## config.mk

```make
export PLATFORM = sky130hd
export DESIGN_NAME = id_stage_reg_flat
export DESIGN_NICKNAME = d
export VERILOG_FILES = /design/src/rtl/id_stage_reg_if.sv /design/src/rtl/id_stage_reg.sv /design/src/flat_wrapper.sv
export SDC_FILE = /design/constraint.sdc
export NUM_CORES = 1
export LEC_CHECK = 0
export ABC_AREA = 1
export BUFFER_PORTS_ARGS = -buffer_cell sky130_fd_sc_hd__buf_2
export CAP_MARGIN = 20
export CORE_UTILIZATION = 53
export CTS_BUF_LIST = sky130_fd_sc_hd__clkbuf_4
export DETAILED_ROUTE_END_ITERATION = 6
export GPL_ROUTABILITY_DRIVEN = 0
export PLACE_DENSITY_LB_ADDON = 0.12
export SYNTH_ARGS = -nofsm -noshare
export SYNTH_HDL_FRONTEND = slang
export SYNTH_SLANG_ARGS = --single-unit
```

## constraint.sdc

```tcl
create_clock -name clk -period 4.1 [get_ports clk]
set_input_delay 0.41 -clock clk [delete_from_list [all_inputs] [get_ports clk]]
set_output_delay 0.41 -clock clk [all_outputs]
set_load 0.03 [all_outputs]
```

## src/rtl/id_stage_reg_if.sv

```systemverilog
// Fetch/decode/execute handshake bundle for the ID pipeline register.
// The stage connects through the slave modport; the fetch/EX side uses master.
interface id_stage_reg_if #(
    parameter int CNT_W = 16
);
    logic              if_valid;
    logic              if_ready;
    logic [31:0]       if_instr;
    logic [31:0]       if_pc;
    logic              flush;
    logic              ex_load_valid;
    logic [4:0]        ex_load_rt;
    logic              id_valid;
    logic              id_ready;
    logic [31:0]       id_pc;
    logic [5:0]        id_opcode;
    logic [4:0]        id_rs;
    logic [4:0]        id_rt;
    logic [4:0]        id_rd;
    logic [4:0]        id_shamt;
    logic [5:0]        id_funct;
    logic [15:0]       id_imm16;
    logic [25:0]       id_target;
    logic              id_rtype;
    logic              id_jtype;
    logic [CNT_W-1:0]  bubble_cnt;

    modport master (
        output if_valid, if_instr, if_pc, flush, ex_load_valid, ex_load_rt, id_ready,
        input  if_ready, id_valid, id_pc, id_opcode, id_rs, id_rt, id_rd, id_shamt,
               id_funct, id_imm16, id_target, id_rtype, id_jtype, bubble_cnt
    );

    modport slave (
        input  if_valid, if_instr, if_pc, flush, ex_load_valid, ex_load_rt, id_ready,
        output if_ready, id_valid, id_pc, id_opcode, id_rs, id_rt, id_rd, id_shamt,
               id_funct, id_imm16, id_target, id_rtype, id_jtype, bubble_cnt
    );
endinterface

```

## src/rtl/id_stage_reg.sv

```systemverilog
// MIPS ID pipeline register: valid/ready capture from fetch, field split,
// one load-use bubble burst per held instruction, and branch flush.
module id_stage_reg #(
    parameter int BUBBLE_CYCLES = 1,
    parameter int CNT_W         = 16
) (
    input  logic          clk,
    input  logic          rst_n,
    id_stage_reg_if.slave bus
);
    typedef enum logic [1:0] {IDLE, HOLD, BUBBLE} state_t;

    localparam logic [1:0] BUB_INIT = 2'(BUBBLE_CYCLES - 1);

    state_t           state_q, state_d;
    logic [31:0]      instr_q, instr_d;
    logic [31:0]      pc_q, pc_d;
    logic [1:0]       ctr_q, ctr_d;
    logic             hz_done_q, hz_done_d;
    logic [CNT_W-1:0] cnt_q, cnt_d;

    logic [5:0] opcode;
    logic [4:0] rs, rt;
    logic       rtype, reads_rt, hazard, in_hold;

    assign opcode   = instr_q[31:26];
    assign rs       = instr_q[25:21];
    assign rt       = instr_q[20:16];
    assign rtype    = (opcode == 6'h00);
    // Stores and the two compare branches read rt even though they are not R-type.
    assign reads_rt = rtype || opcode == 6'h04 || opcode == 6'h05 || opcode == 6'h2B;
    assign in_hold  = (state_q == HOLD);

    assign hazard = in_hold && !hz_done_q && bus.ex_load_valid && (bus.ex_load_rt != 5'd0) &&
                    ((bus.ex_load_rt == rs) || ((bus.ex_load_rt == rt) && reads_rt));

    assign bus.id_valid   = in_hold && !hazard;
    assign bus.if_ready   = (state_q == IDLE) || (in_hold && !hazard && bus.id_ready);
    assign bus.id_pc      = pc_q;
    assign bus.id_opcode  = opcode;
    assign bus.id_rs      = rs;
    assign bus.id_rt      = rt;
    assign bus.id_rd      = instr_q[15:11];
    assign bus.id_shamt   = instr_q[10:6];
    assign bus.id_funct   = instr_q[5:0];
    assign bus.id_imm16   = instr_q[15:0];
    assign bus.id_target  = instr_q[25:0];
    assign bus.id_rtype   = rtype;
    assign bus.id_jtype   = (opcode == 6'h02) || (opcode == 6'h03);
    assign bus.bubble_cnt = cnt_q;

    always_comb begin
        // NOTE: every next-state value gets a hold default first so no path infers a latch.
        state_d   = state_q;
        instr_d   = instr_q;
        pc_d      = pc_q;
        ctr_d     = ctr_q;
        hz_done_d = hz_done_q;
        cnt_d     = cnt_q;
        if (bus.flush) begin
            state_d   = IDLE;
            ctr_d     = 2'd0;
            hz_done_d = 1'b0;
        end else begin
            unique case (state_q)
                IDLE: if (bus.if_valid) begin
                    state_d   = HOLD;
                    instr_d   = bus.if_instr;
                    pc_d      = bus.if_pc;
                    hz_done_d = 1'b0;
                end
                HOLD: if (hazard) begin
                    state_d = BUBBLE;
                    ctr_d   = BUB_INIT;
                    if (cnt_q != '1) cnt_d = cnt_q + CNT_W'(1);
                end else if (bus.id_ready) begin
                    if (bus.if_valid) begin
                        instr_d   = bus.if_instr;
                        pc_d      = bus.if_pc;
                        hz_done_d = 1'b0;
                    end else begin
                        state_d = IDLE;
                    end
                end
                BUBBLE: if (ctr_q == 2'd0) begin
                    state_d   = HOLD;
                    hz_done_d = 1'b1;
                end else begin
                    ctr_d = ctr_q - 2'd1;
                end
                default: state_d = IDLE;
            endcase
        end
    end

    // NOTE: the instruction/PC register is reset too, because the field outputs must read 0 out of reset.
    always_ff @(posedge clk or negedge rst_n) begin
        if (!rst_n) begin
            state_q   <= IDLE;
            instr_q   <= '0;
            pc_q      <= '0;
            ctr_q     <= 2'd0;
            hz_done_q <= 1'b0;
            cnt_q     <= '0;
        end else begin
            // NOTE: non-blocking assignments so every register samples pre-edge values.
            state_q   <= state_d;
            instr_q   <= instr_d;
            pc_q      <= pc_d;
            ctr_q     <= ctr_d;
            hz_done_q <= hz_done_d;
            cnt_q     <= cnt_d;
        end
    end
endmodule

```

## src/flat_wrapper.sv

```systemverilog
// flat-port wrapper written by rule: the top's interface ports become plain ports
module id_stage_reg_flat 
#(
    parameter int BUBBLE_CYCLES = 1,
    parameter int CNT_W         = 16
)
  (clk, rst_n, bus_if_valid, bus_if_instr, bus_if_pc, bus_flush, bus_ex_load_valid, bus_ex_load_rt, bus_id_ready, bus_if_ready, bus_id_valid, bus_id_pc, bus_id_opcode, bus_id_rs, bus_id_rt, bus_id_rd, bus_id_shamt, bus_id_funct, bus_id_imm16, bus_id_target, bus_id_rtype, bus_id_jtype, bus_bubble_cnt);
  id_stage_reg_if #(.CNT_W(CNT_W)) bus_i ();
  input  logic clk;
  input  logic rst_n;
  input wire logic [$bits(bus_i.if_valid)-1:0] bus_if_valid;
  input wire logic [$bits(bus_i.if_instr)-1:0] bus_if_instr;
  input wire logic [$bits(bus_i.if_pc)-1:0] bus_if_pc;
  input wire logic [$bits(bus_i.flush)-1:0] bus_flush;
  input wire logic [$bits(bus_i.ex_load_valid)-1:0] bus_ex_load_valid;
  input wire logic [$bits(bus_i.ex_load_rt)-1:0] bus_ex_load_rt;
  input wire logic [$bits(bus_i.id_ready)-1:0] bus_id_ready;
  output wire logic [$bits(bus_i.if_ready)-1:0] bus_if_ready;
  output wire logic [$bits(bus_i.id_valid)-1:0] bus_id_valid;
  output wire logic [$bits(bus_i.id_pc)-1:0] bus_id_pc;
  output wire logic [$bits(bus_i.id_opcode)-1:0] bus_id_opcode;
  output wire logic [$bits(bus_i.id_rs)-1:0] bus_id_rs;
  output wire logic [$bits(bus_i.id_rt)-1:0] bus_id_rt;
  output wire logic [$bits(bus_i.id_rd)-1:0] bus_id_rd;
  output wire logic [$bits(bus_i.id_shamt)-1:0] bus_id_shamt;
  output wire logic [$bits(bus_i.id_funct)-1:0] bus_id_funct;
  output wire logic [$bits(bus_i.id_imm16)-1:0] bus_id_imm16;
  output wire logic [$bits(bus_i.id_target)-1:0] bus_id_target;
  output wire logic [$bits(bus_i.id_rtype)-1:0] bus_id_rtype;
  output wire logic [$bits(bus_i.id_jtype)-1:0] bus_id_jtype;
  output wire logic [$bits(bus_i.bubble_cnt)-1:0] bus_bubble_cnt;
  assign bus_i.if_valid = bus_if_valid;
  assign bus_i.if_instr = bus_if_instr;
  assign bus_i.if_pc = bus_if_pc;
  assign bus_i.flush = bus_flush;
  assign bus_i.ex_load_valid = bus_ex_load_valid;
  assign bus_i.ex_load_rt = bus_ex_load_rt;
  assign bus_i.id_ready = bus_id_ready;
  assign bus_if_ready = bus_i.if_ready;
  assign bus_id_valid = bus_i.id_valid;
  assign bus_id_pc = bus_i.id_pc;
  assign bus_id_opcode = bus_i.id_opcode;
  assign bus_id_rs = bus_i.id_rs;
  assign bus_id_rt = bus_i.id_rt;
  assign bus_id_rd = bus_i.id_rd;
  assign bus_id_shamt = bus_i.id_shamt;
  assign bus_id_funct = bus_i.id_funct;
  assign bus_id_imm16 = bus_i.id_imm16;
  assign bus_id_target = bus_i.id_target;
  assign bus_id_rtype = bus_i.id_rtype;
  assign bus_id_jtype = bus_i.id_jtype;
  assign bus_bubble_cnt = bus_i.bubble_cnt;
  id_stage_reg #(.BUBBLE_CYCLES(BUBBLE_CYCLES), .CNT_W(CNT_W)) u_core (.clk(clk), .rst_n(rst_n), .bus(bus_i));
endmodule
```

# --- After elaboration in Yosys (flattened, before gate mapping) ---
# Cells that the tools add are included.
word_totals:
  reg_bits: 85
  input_bits: 75
  out_inout_bits: 126
  wordCells: 81
op_classes:
  add_sub_neg: 2
  n_eq_ne: 20
  mux: 25
  bitwise_logic: 1
  n_reduce_logical: 27
op_table:
  columns: ["cell", "n"]
  rows:
  - ["two-way mux 32 bit", 6]
  - ["case mux 32 bit (2 select lines)", 2]
  - ["two-way mux 2 bit", 9]
  - ["adder 16 x 1 -> 16 bit, second input constant", 1]
  - ["!= test 16 bit, second input constant", 1]
  - ["AND reduction 4 bit", 4]
  - ["== test 6 x 2 -> 1 bit, second input constant", 2]
  - ["== test 6 x 3 -> 1 bit, second input constant", 2]
  - ["!= test 3 bit, second input constant", 4]
  - ["== test 5 bit", 2]
  - ["!= test 4 x 3 -> 1 bit, second input constant", 2]
  - ["logical AND 1 bit", 7]
  - ["== test 6 bit, second input constant", 1]
  - ["logical NOT 6 bit", 1]
  - ["logical OR 1 bit", 6]
  - ["!= test 3 x 2 -> 1 bit, second input constant", 2]
  - ["case mux 2 bit (3 select lines)", 1]
  - ["two-way mux 1 bit", 5]
  - ["nonzero test 5 bit", 1]
  - ["logical NOT 2 bit", 2]
  - ["!= test 2 bit, second input constant", 2]
  - ["case mux 2 bit (2 select lines)", 1]
  - ["nonzero test 4 bit", 1]
  - ["case mux 1 bit (3 select lines)", 1]
  - ["other kinds (8)", 9]

# --- Longest topological paths before layout ---
# Gate-level depths: netlist of the first run.
logic_depth:
  word_depth: 11
  mapped_depth: 12
  mapped_depth_nobuf: 11

# --- Worst setup path after synthesis of the first run ---
# No wires, ideal clock.
synth_path:
  path_type: "register -> output"
  from: "register u_core.instr_q[31]"
  to: "output port bus_if_ready"
  arrival_time_ps: 1721
  t_required_ps: 3690
  setup_slack_ps: 1969
  stages_incl_launch_ff: 10
  path_buffers: 1
  path_cell_list: "dfrtp_1 nor2_1 nand3_1 o21ai_0 nand2_1 nand2_2 nand2_4 buf_6 nand2_1 o21bai_1"
synth_via:
  elab_chain_cells: 11
  elab_cells_between_ends: 14
  cone_classes: "eq/ne: 3; reduce/logical: 11"
synth_lines:
  columns: ["item", "line_no", "rtl"]
  rows:
  - ["from (decl)", "id_stage_reg.sv:16", "logic [31:0] instr_q, instr_d;"]
  - ["from (signal assigned)", "id_stage_reg.sv:108", "instr_q <= instr_d;"]
  - ["== test 6 x 3 -> 1 bit or logical NOT 6 bit (tied branches)", "id_stage_reg.sv:31, id_stage_reg.sv:29", null]
  - ["logical OR 1 bit (2 in a row)", "id_stage_reg.sv:31", "assign reads_rt = rtype || opcode == 6'h04 || opcode == 6'h05 || opcode == 6'h2B;"]
  - ["logical OR 1 bit (*)", "id_stage_reg.sv:31", null]
  - ["logical AND 1 bit (*)", "id_stage_reg.sv:35", "((bus.ex_load_rt == rs) || ((bus.ex_load_rt == rt) && reads_rt));"]
  - ["logical OR 1 bit (*)", "id_stage_reg.sv:35", null]
  - ["logical AND 1 bit (*)", "id_stage_reg.sv:34", "assign hazard = in_hold && !hz_done_q && bus.ex_load_valid && (bus.ex_load_rt != 5'd0) &&"]
  - ["logical NOT 1 bit (*)", "id_stage_reg.sv:38", "assign bus.if_ready = (state_q == IDLE) || (in_hold && !hazard && bus.id_ready);"]
  - ["logical AND 1 bit (*) (2 in a row)", "id_stage_reg.sv:38", null]
  - ["logical OR 1 bit (*)", "id_stage_reg.sv:38", null]
  - ["to (decl)", "flat_wrapper.sv:18", "output wire logic [$bits(bus_i.if_ready)-1:0] bus_if_ready;"]
# Mark *: on every way between the ends. The rest lies on a longest branch, timed or not.

# --- Worst setup path after layout of the first run ---
layout_path:
  from: "register u_core.instr_q[27]"
  to: "output port bus_if_ready"
# Same word-level chain as after synthesis.

==> summary.md, run 1 <==
| Metric | Value |
|---|---|
| Status | `finished clean` |
| Antenna Nets Post-Route | `0` |
| EDFF count, synth | `0` |
| CTS Hold Bufs | `0` |
| Placement Cell Area | `5100 µm²` |
| MaxCap Viol Count | `0` |
| Area of the die | `8700 µm²` |
| Hold crit path type | `input port to flop` |
| Crit Path Category | `flop to primary output` |
| Peak supply drop | `237 µV` |
| Dpl hpwl | `6.91 mm` |
| Final instance area | `5280 µm²` |
| Fin. max-slew vios | `0` |
| Total Routing Usage GR | `23.7%` |
| Top cells by count, synth | `nand2_1 (184), dfrtp_1 (85), nand3_1 (80)` |
| TNS Setup | `0 ns` |
| Total CTS buffers | `9` |
| Synth cell types | `30` |
| Worst EP required | `3.69 ns` |
| GRT overflow | `0` |
| # setup viols final | `0` |
| Max Clock Freq | `350 MHz` |
| Pre-Repair DR Iteration Count | `5` |
| Initial Util | `56.0%` |
| #FFs+latches synth | `85` |
| Clock skew | `0.0148 ns` |
| Clock sinks | `85` |
| Post-synthesis simple-gate area fraction | `29.4%` |
| IO Pins | `201` |
| Post-cts sizing count | `0` |
| Post-synthesis compound-gate area fraction | `3.74%` |
| Final hold vios | `0` |
| Main area contributors after synthesis | `dfrtp_1 (48%), nand2_1 (16%), nand3_1 (9.1%)` |
| Fillcell total | `683` |
| Worst-path fanout max | `70` |
| Most common cell in the netlist | `nand2_1` |
| Post-CTS setup buffers | `0` |
| Worst hold margin | `0.201 ns` |
| Clock Latency Late Sink | `0.43 ns` |
| Avg Cell Area, Syn | `8.06 µm²` |
| Dpl cells | `786` |
| Tcrit/Tclk final | `69.6%` |
| Width of the die | `93.3 µm` |
| Share of post-route cells with drive strength above 1 | `32.5%` |
| Worst endpoint data arrival time | `2.45 ns` |
| # rows | `32` |
| Syn Nets | `625` |
| Asr flop ratio synth | `100%` |
| Synth warn | `0` |
| Die height | `93.3 µm` |
| PwrDens | `465 nW/µm²` |
| Antenna cells | `0` |
| Via count | `3959` |
| Largest net degree at the start of global routing | `86` |
| Mux share of post-synthesis cell area | `0%` |
| Worst setup SP type | `flop` |
| Port bufs | `200` |
| Leak | `2.98 nW` |
| Via-per-instance ratio | `4.92` |
| Layout Area Growth over Synthesis | `19.5%` |
| CP Capture Type | `primary output` |
| CTS root buffer | `clkbuf_4` |
| First-pass GRT wire length | `16.2 mm` |
| Top_reg_cell synth | `dfrtp_1` |
| Post-synthesis adder-cell area fraction | `0.567%` |
| CTS tree | `built` |
| Largest family of logic cells by synthesized area | `simple AND/OR/NAND/NOR gates` |
| WL per Instance | `12.4 µm` |
| Top cell type's share of synthesized area | `48.2%` |
| Post-Syn Area | `4420 µm²` |
| H-tree depth | `3` |
| DRT iter0 DRCs | `108` |
| Vias in the first global route | `3640` |
| Slew HR | `50.3%` |
| Initial antenna violation count | `0` |
| Slew @ Worst Pin | `0.745 ns` |
| RSZ-0062 raised after global routing | `no` |
| Core Region | `7890 µm²` |
| Synth area leader | `dfrtp_1` |
| XOR/XNOR Fraction of Synth Area | `3.97%` |
| WL final | `9.95 mm` |
| Register area share after synthesis | `48.2%` |
| Nets@finish | `774` |
| # DRC | `0` |
| Maximum root-to-sink buffer count | `2` |
| Clk pin slew, worst setup/hold paths | `0.14 ns` |
| Final worst path period need | `2.86 ns` |
| Final std cells w/o fill | `804` |
| Synthesized instance count | `548` |
## registers in the layout, summed over array words and instances, names as in the netlist
signal and cells:
u_core.state_q 2, u_core.bus.id_pc 32, u_core.ctr_q 2, u_core.instr_q 32
u_core.hz_done_q 1, u_core.bus.bubble_cnt 16
## worst paths after layout
kind	from	to	slack [ns]	cells after the start
hold / removal	bus_if_pc[12]	u_core.bus.id_pc[12]	0.20	3
setup / recovery	u_core.instr_q[27]	bus_if_ready	1.24	10
hold reg to reg	u_core.bus.id_pc[26]	u_core.bus.id_pc[26]	0.49	2
min in group asynchronous	rst_n	u_core.bus.id_pc[18]	0.46	2
max in group asynchronous	rst_n	u_core.bus.id_pc[8]	3.04	3
setup reg to reg	u_core.instr_q[31]	u_core.instr_q[5]	1.58	9
## stage by stage
step	setup slack, ns	total power, mW	utilization, %
3_5_place_dp	1.52	1.99	64.7
6_report	1.24	2.45	66.9
3_3_place_gp	1.56	1.98	64.7
5_1_grt	0.962	2.60	66.9
4_1_cts	1.18	2.48	66.5
2_1_floorplan	1.97	1.80	-
## power by group
group	total [mW]	leakage [nW]	internal, mW	switching, mW
registers	1.07	1.08	0.960	0.105
logic	0.908	1.83	0.251	0.656
clock network	0.482	0.0666	0.188	0.294
## per-layer routing
layer	GRT usage, %	vias to the layer above	wire length, µm
met3	5.77	11	694
met4	7.82	0	131
li1	-	1981	-
met2	41.2	147	4950
met1	28.7	1820	4170
met5	0	-	0
## cell families (layout without fill, tap and decap cells)
| logic type | Yosys count | count (layout) |
|---|---|---|
| AND/OR/NAND/NOR | 303 | 303 |
| buffers and inverters | 111 | 265 |
| flip-flops | 85 | 85 |
| AO/OA/AOI/OAI | 27 | 27 |
| XOR/XNOR | 20 | 20 |
| adder cells (fa/ha/maj) | 2 | 2 |
## cells in the final DEF, fill, tap and decap left out, types with 3 or more instances in the layout
cell,netlist,layout
buf_2,14,199
clkbuf_4,0,9
nand3_1,80,80
inv_1,43,43
nor2_1,18,18
inv_2,3,3
dfrtp_1,85,85
xor2_1,11,11
nand2_1,184,184
o21ai_0,17,17
a21oi_1,3,3
o21ai_1,3,3
clkinvlp_4,0,3
xnor2_1,9,9
nor3_1,9,9
## area by class of cell
type	instances	area [µm²]	area share, %
Timing Repair Buffer	203	1050	19.9
Sequential cell	85	2130	40.3
Clock buffer	9	67.6	1.28
Inverter	46	173	3.27
Tap cell	102	128	2.42
Clock inverter	7	73.8	1.40
Multi-Input combinational cell	352	1660	31.5
## worst max-delay path: stages, from the launching register on
cell	delay [ns]
dfrtp_1	0.46
nand2_1	0.10
inv_1	0.04
nand4_1	0.05
o21ai_0	0.10
nand2_1	0.10
nand2_2	0.08
nand2_4	0.54
nand2_1	0.14
o21bai_1	0.18
buf_2	0.22
No activity file was read; power rests on OpenSTA's default activity.
==> run 2, diff against run 1 <==
--- a/config.mk
+++ b/config.mk
@@ -8,7 +8,7 @@
 export ABC_AREA = 1
 export BUFFER_PORTS_ARGS = -buffer_cell sky130_fd_sc_hd__buf_2
 export CAP_MARGIN = 20
-export CORE_UTILIZATION = 53
+export CORE_UTILIZATION = 44
 export CTS_BUF_LIST = sky130_fd_sc_hd__clkbuf_4
 export DETAILED_ROUTE_END_ITERATION = 6
 export GPL_ROUTABILITY_DRIVEN = 0
==> constraint.sdc (replaced) <==
create_clock -name clk -period 2.6 [get_ports clk]
set_input_delay 0.26 -clock clk [delete_from_list [all_inputs] [get_ports clk]]
set_output_delay 0.26 -clock clk [all_outputs]
set_load 0.03 [all_outputs]
==> run 2 against run 1 <==
Compared with the run above:
- global-route usage down 3.5 points
- sequential cell count did not move
- clock skew up 0.010 ns
- wire length up 3.4%
- critical path depth is 1 lower
- power grew 53%
- clock power increased by 31%
- die area grew 20%
- first-iteration DRC count decreased by 15%
- non-clock buffer count rose by 4
- via count rose by 0.33%
- register-to-register slack worse by 1.0 ns
- largest power group unchanged
- highest routed layer unchanged
==> summary.md, run 2 (synthesis results as in run 1) <==
| Metric | Value |
|---|---|
| Via count | `3972` |
| DRT iter0 DRCs | `92` |
| Dpl cells | `822` |
| Most frequent cells in the layout | `buf_2 (199), nand2_1 (184), dfrtp_1 (85)` |
| Clock skew | `0.0252 ns` |
| Seq pwr share | `44.8%` |
| Fin. max-slew vios | `0` |
| Clock Latency Late Sink | `0.44 ns` |
| Final std cells w/o fill | `838` |
| WL per Instance | `12.3 µm` |
| Peak supply drop | `310 µV` |
| # rows | `36` |
| Hold crit path type | `input port to flop` |
| Worst-path fanout max | `24` |
| Crit Path Category | `flop to primary output` |
| PwrDens | `705 nW/µm²` |
| First-pass GRT wire length | `16.3 mm` |
| Switching Fraction | `43.7%` |
| Width of the die | `102 µm` |
| TNS Setup | `0 ns` |
| Port bufs | `200` |
| Share of post-route cells with drive strength above 1 | `32.8%` |
| Clock sinks | `85` |
| CP Capture Type | `primary output` |
| # setup viols final | `0` |
| Worst endpoint data arrival time | `2.13 ns` |
| Worst setup SP type | `flop` |
| Via-per-instance ratio | `4.74` |
| Most common cell after layout, fill and taps aside | `buf_2` |
| CTS tree | `built` |
| Max Clock Freq | `418 MHz` |
| Slew HR | `55.5%` |
| Clk pwr share | `16.8%` |
| MaxCap Viol Count | `0` |
| Maximum root-to-sink buffer count | `2` |
| H-tree depth | `3` |
| Fillcell total | `987` |
| Initial Util | `45.4%` |
| Combinational power share | `38.4%` |
| Post-CTS setup buffers | `0` |
| Layout Area Growth over Synthesis | `20.6%` |
| Core Region | `9730 µm²` |
| RSZ-0062 raised after global routing | `no` |
| Area of the die | `10400 µm²` |
| FF-to-FF setup slack | `0.57 ns` |
| Status | `finished clean` |
| Clk pin slew, worst setup/hold paths | `0.14 ns` |
| GRT overflow | `0` |
| WL final | `10.3 mm` |
| Pre-Repair DR Iteration Count | `4` |
| Total net switching power | `1.64 mW` |
| Pint | `2.11 mW` |
| Total Routing Usage GR | `20.2%` |
| Antenna Nets Post-Route | `0` |
| Final hold vios | `0` |
| Fin util | `54.7%` |
| Largest net degree at the start of global routing | `65` |
| Vias in the first global route | `3546` |
| Worst EP required | `2.34 ns` |
| Multi-input gate area | `1670 µm²` |
| Reg area | `2130 µm²` |
| Nets@finish | `778` |
| CTS root buffer | `clkbuf_4` |
| Tcrit/Tclk final | `92.0%` |
| Final worst path period need | `2.39 ns` |
| Die height | `102 µm` |
| IO Pins | `201` |
| Dpl hpwl | `7.49 mm` |
| Leak | `2.97 nW` |
| Initial antenna violation count | `0` |
| Slew @ Worst Pin | `0.668 ns` |
| # DRC | `0` |
| Total CTS buffers | `9` |
| Antenna cells | `0` |
## run 2: changes by cell type in the layout (fill, tap and decap cells not counted), moves of 2 or more
| cell | delta |
|---|---|
| buf_4 | +3 |
| buf_12 | +2 |
| clkinv_2 | +2 |
| inv_6 | -2 |
## run 2: path summary, 6_finish.rpt
check                                           end                  from  cells after the start
setup / recovery                       bus_if_ready    u_core.instr_q[31]                      9
hold / removal                 u_core.bus.id_pc[29]         bus_if_pc[29]                      3
setup reg to reg               u_core.bus.id_pc[13]    u_core.instr_q[31]                     10
hold reg to reg                u_core.bus.id_pc[23]  u_core.bus.id_pc[23]                      2
max in group asynchronous        u_core.instr_q[17]                 rst_n                      3
min in group asynchronous  u_core.bus.bubble_cnt[2]                 rst_n                      2
## run 2: critical path, cell delays in order, from the launching register on
cell      delay (ns)
dfrtp_1         0.43
nor2_1          0.21
nand3_1         0.09
o21ai_0         0.21
nand2_1         0.10
nand2_2         0.14
nand2_8         0.15
nand2_1         0.11
o21bai_1        0.06
buf_2           0.18
## run 2: layout make-up
cell class	instances	share of cell area, %
Tap cell	133	3.13
Clock inverter	5	0.540
Multi-Input combinational cell	352	31.4
Sequential cell	85	39.9
Clock buffer	10	1.41
Timing Repair Buffer	207	20.3
Inverter	46	3.24
## run 2: through the flow
stage	area (µm²)	setup slack [ns]	power (mW)	hold slack, ns
floorplan	4420	0.619	2.83	-0.0356
global placement	5200	0.666	3.15	0.245
detailed placement	5200	0.537	3.16	0.251
CTS	5320	0.110	3.80	0.0117
global route	5330	0.00897	3.99	0.0196
finish	5330	0.207	3.75	0.0364
## run 2: routing by layer
| layer | wire (µm) | global-route usage [%] | vias up |
|---|---|---|---|
| met2 | 5030 | 34.3 | 136 |
| li1 | - | - | 1994 |
| met5 | 0 | 0 | - |
| met4 | 189 | 8.90 | 0 |
| met3 | 593 | 4.45 | 14 |
| met1 | 4470 | 24.7 | 1828 |
## run 2: what timing repair did
item,in CTS,in global routing
hold buffers,1,0
hold endpoints to repair,35,0
gates resized for setup,0,1
setup endpoints to repair,0,2
## run 2: power groups by stage
stage	Combinational [mW]	Clock, mW	Sequential [mW]
global route	1.56	0.719	1.71
detailed placement	1.46	0	1.70
CTS	1.46	0.666	1.68
global placement	1.44	0	1.70
floorplan	0.754	0	2.08
finish	1.44	0.632	1.68
==> run 3, diff against run 2 <==
--- a/config.mk
+++ b/config.mk
@@ -13,6 +13,7 @@
 export DETAILED_ROUTE_END_ITERATION = 6
 export GPL_ROUTABILITY_DRIVEN = 0
 export PLACE_DENSITY_LB_ADDON = 0.12
+export RECOVER_POWER = 50
 export SYNTH_ARGS = -nofsm -noshare
 export SYNTH_HDL_FRONTEND = slang
 export SYNTH_SLANG_ARGS = --single-unit
==> run 3 against run 2 <==
Compared with the run above:
- the flow now finishes with violations (capacitance limit, slew limit)
- power decreased by 1.4%
- global-route usage unchanged
- first-iteration DRC count increased by 5.4%
- via count is 0.38% higher
- wire length down 0.17%
- clock power fell by 0.6%
- critical path type unchanged
- critical endpoint unchanged
==> summary.md, run 3 (synthesis results as in run 1) <==
| Metric | Value |
|---|---|
| PwrDens | `707 nW/µm²` |
| Antenna cells | `0` |
| CTS root buffer | `clkbuf_4` |
| Clk pin slew, worst setup/hold paths | `0.14 ns` |
| Via-per-instance ratio | `4.76` |
| WL final | `10.3 mm` |
| Clock Latency Late Sink | `0.44 ns` |
| CP max stage delay | `0.43 ns` |
| H-tree depth | `3` |
| Dpl hpwl | `7.49 mm` |
| Worst setup SP type | `flop` |
| Vias in the first global route | `3546` |
| Width of the die | `102 µm` |
| Post-CTS setup buffers | `0` |
| Most common cell after layout, fill and taps aside | `nand2_1` |
| TNS Setup | `0 ns` |
| WL per Instance | `12.3 µm` |
| Fin. max-slew vios | `37` |
| Reg area | `2130 µm²` |
| Worst EP required | `2.34 ns` |
| Fin util | `53.8%` |
| Area of the die | `10400 µm²` |
| Clock sinks | `85` |
| Multi-input gate area | `1670 µm²` |
| Post-route worst setup slack | `0.212 ns` |
| Met2 usage | `34.3%` |
| R2R Path Start | `u_core.instr_q[31]` |
| Pre-CTS WS | `0.537 ns` |
| Layout Area Growth over Synthesis | `18.5%` |
| IO Pins | `201` |
| # DRC | `0` |
| Initial Util | `45.4%` |
| Worst-path fanout max | `24` |
| Met1 Usage GRT | `24.7%` |
| Core Region | `9730 µm²` |
| # rows | `36` |
| Hold crit path type | `input port to flop` |
| Status | `finished, violations left` |
| DRT iter0 DRCs | `97` |
| Slew @ Worst Pin | `1.94 ns` |
| First-pass GRT wire length | `16.3 mm` |
| Final hold vios | `0` |
| Max Clock Freq | `419 MHz` |
| Total CTS buffers | `9` |
| # setup viols final | `0` |
| GRT Max-Usage Layer | `met2` |
| Share of post-route cells with drive strength above 1 | `23.7%` |
| Hold path start | `bus_if_pc[20]` |
| Failing checks | `capacitance limit, slew limit` |
| Largest net degree at the start of global routing | `65` |
| Total Routing Usage GR | `20.2%` |
| MaxCap Viol Count | `1` |
| Port bufs | `200` |
| CP Capture Type | `primary output` |
| CTS tree | `built` |
| Most frequent cells in the layout | `nand2_1 (184), buf_2 (136), dfrtp_1 (85)` |
| CP cell instances | `nor2_1 -> nand3_1 -> o21ai_0 -> nand2_1 -> nand2_2 -> nand2_8 -> nand2_1 -> o21bai_1 -> buf_2` |
| Critical Path Start | `u_core.instr_q[31]` |
| Peak supply drop | `304 µV` |
| Crit Path Category | `flop to primary output` |
| Initial antenna violation count | `0` |
| Die height | `102 µm` |
| Via count | `3987` |
| Nets@finish | `778` |
| Maximum root-to-sink buffer count | `2` |
| Pre-Repair DR Iteration Count | `4` |
| Tcrit/Tclk final | `91.9%` |
| Fillcell total | `1023` |
| Slew HR | `-29.0%` |
| GRT overflow | `0` |
| Leak | `2.76 nW` |
| Clock skew | `0.0230 ns` |
| Antenna Nets Post-Route | `0` |
| Met3 GRT Util | `4.45%` |
| RSZ-0062 raised after global routing | `no` |
| Worst path slowest cell | `dfrtp_1` |
| Final worst path period need | `2.39 ns` |
| Most used cell, CP | `nand2_1` |
| Worst endpoint data arrival time | `2.13 ns` |
| Worst path buffer plus inverter count | `1` |
| Cell family with most CP delay | `simple AND/OR/NAND/NOR gates` |
==> run 3: cell types whose count changed in the layout (fill, tap and decap cells not counted) <==
cell / previous run / this run
buf_6: 0 / 1
buf_2: 199 / 136
buf_4: 5 / 4
clkbuf_1: 0 / 64
buf_12: 2 / 1
==> run 3: routing by layer <==
layer | vias to the layer above | wire length [µm]
met1 | 1839 | 4410
met4 | 0 | 189
met5 | - | 0
met3 | 14 | 618
met2 | 140 | 5050
li1 | 1994 | -
==> run 3: area by class of cell <==
cell class | instances | area share [%]
multi-input cells | 352 | 31.9
repair buffers | 207 | 19.0
inverters | 46 | 3.30
flip-flops and latches | 85 | 40.6
clock inverters | 5 | 0.550
clock buffers | 10 | 1.43
well taps | 133 | 3.18
==> run 3: per-stage QoR <==
step | hold slack (ns) | area [µm²] | std cells | power [mW]
detailed placement | 0.251 | 5200 | 822 | 3.16
finish | 0.0394 | 5230 | 838 | 3.70
floorplan | -0.0356 | 4420 | 548 | 2.83
CTS | 0.0117 | 5320 | 838 | 3.80
global placement | 0.245 | 5200 | 822 | 3.15
global route | 0.0196 | 5230 | 838 | 3.94
==> run 3: timing repair <==
action | CTS | global route
setup endpoints to repair | 0 | 2
gates resized for setup | 0 | 1
endpoints found under the hold margin | 35 | 0
hold buffers | 1 | 0
==> run 3: worst paths after layout <==
kind	slack (ns)	cells past startpoint	endpoint
setup / recovery	0.21	9	bus_if_ready
hold / removal	0.04	3	u_core.bus.id_pc[20]
setup reg to reg	0.57	10	u_core.bus.id_pc[13]
hold reg to reg	0.48	2	u_core.bus.id_pc[23]
max in group asynchronous	0.43	3	u_core.instr_q[17]
min in group asynchronous	0.89	2	u_core.bus.id_pc[15]
==> run 3: report_power, final <==
part	internal (mW)	switching [mW]
logic	0.348	1.04
registers	1.51	0.170
clock network	0.196	0.432
==> run 3: tightest hold or removal path: cells and delay by family <==
kind,cells,cell delay (ns)
AND/OR/NAND/NOR,2,0.12
buffers and inverters,1,0.08
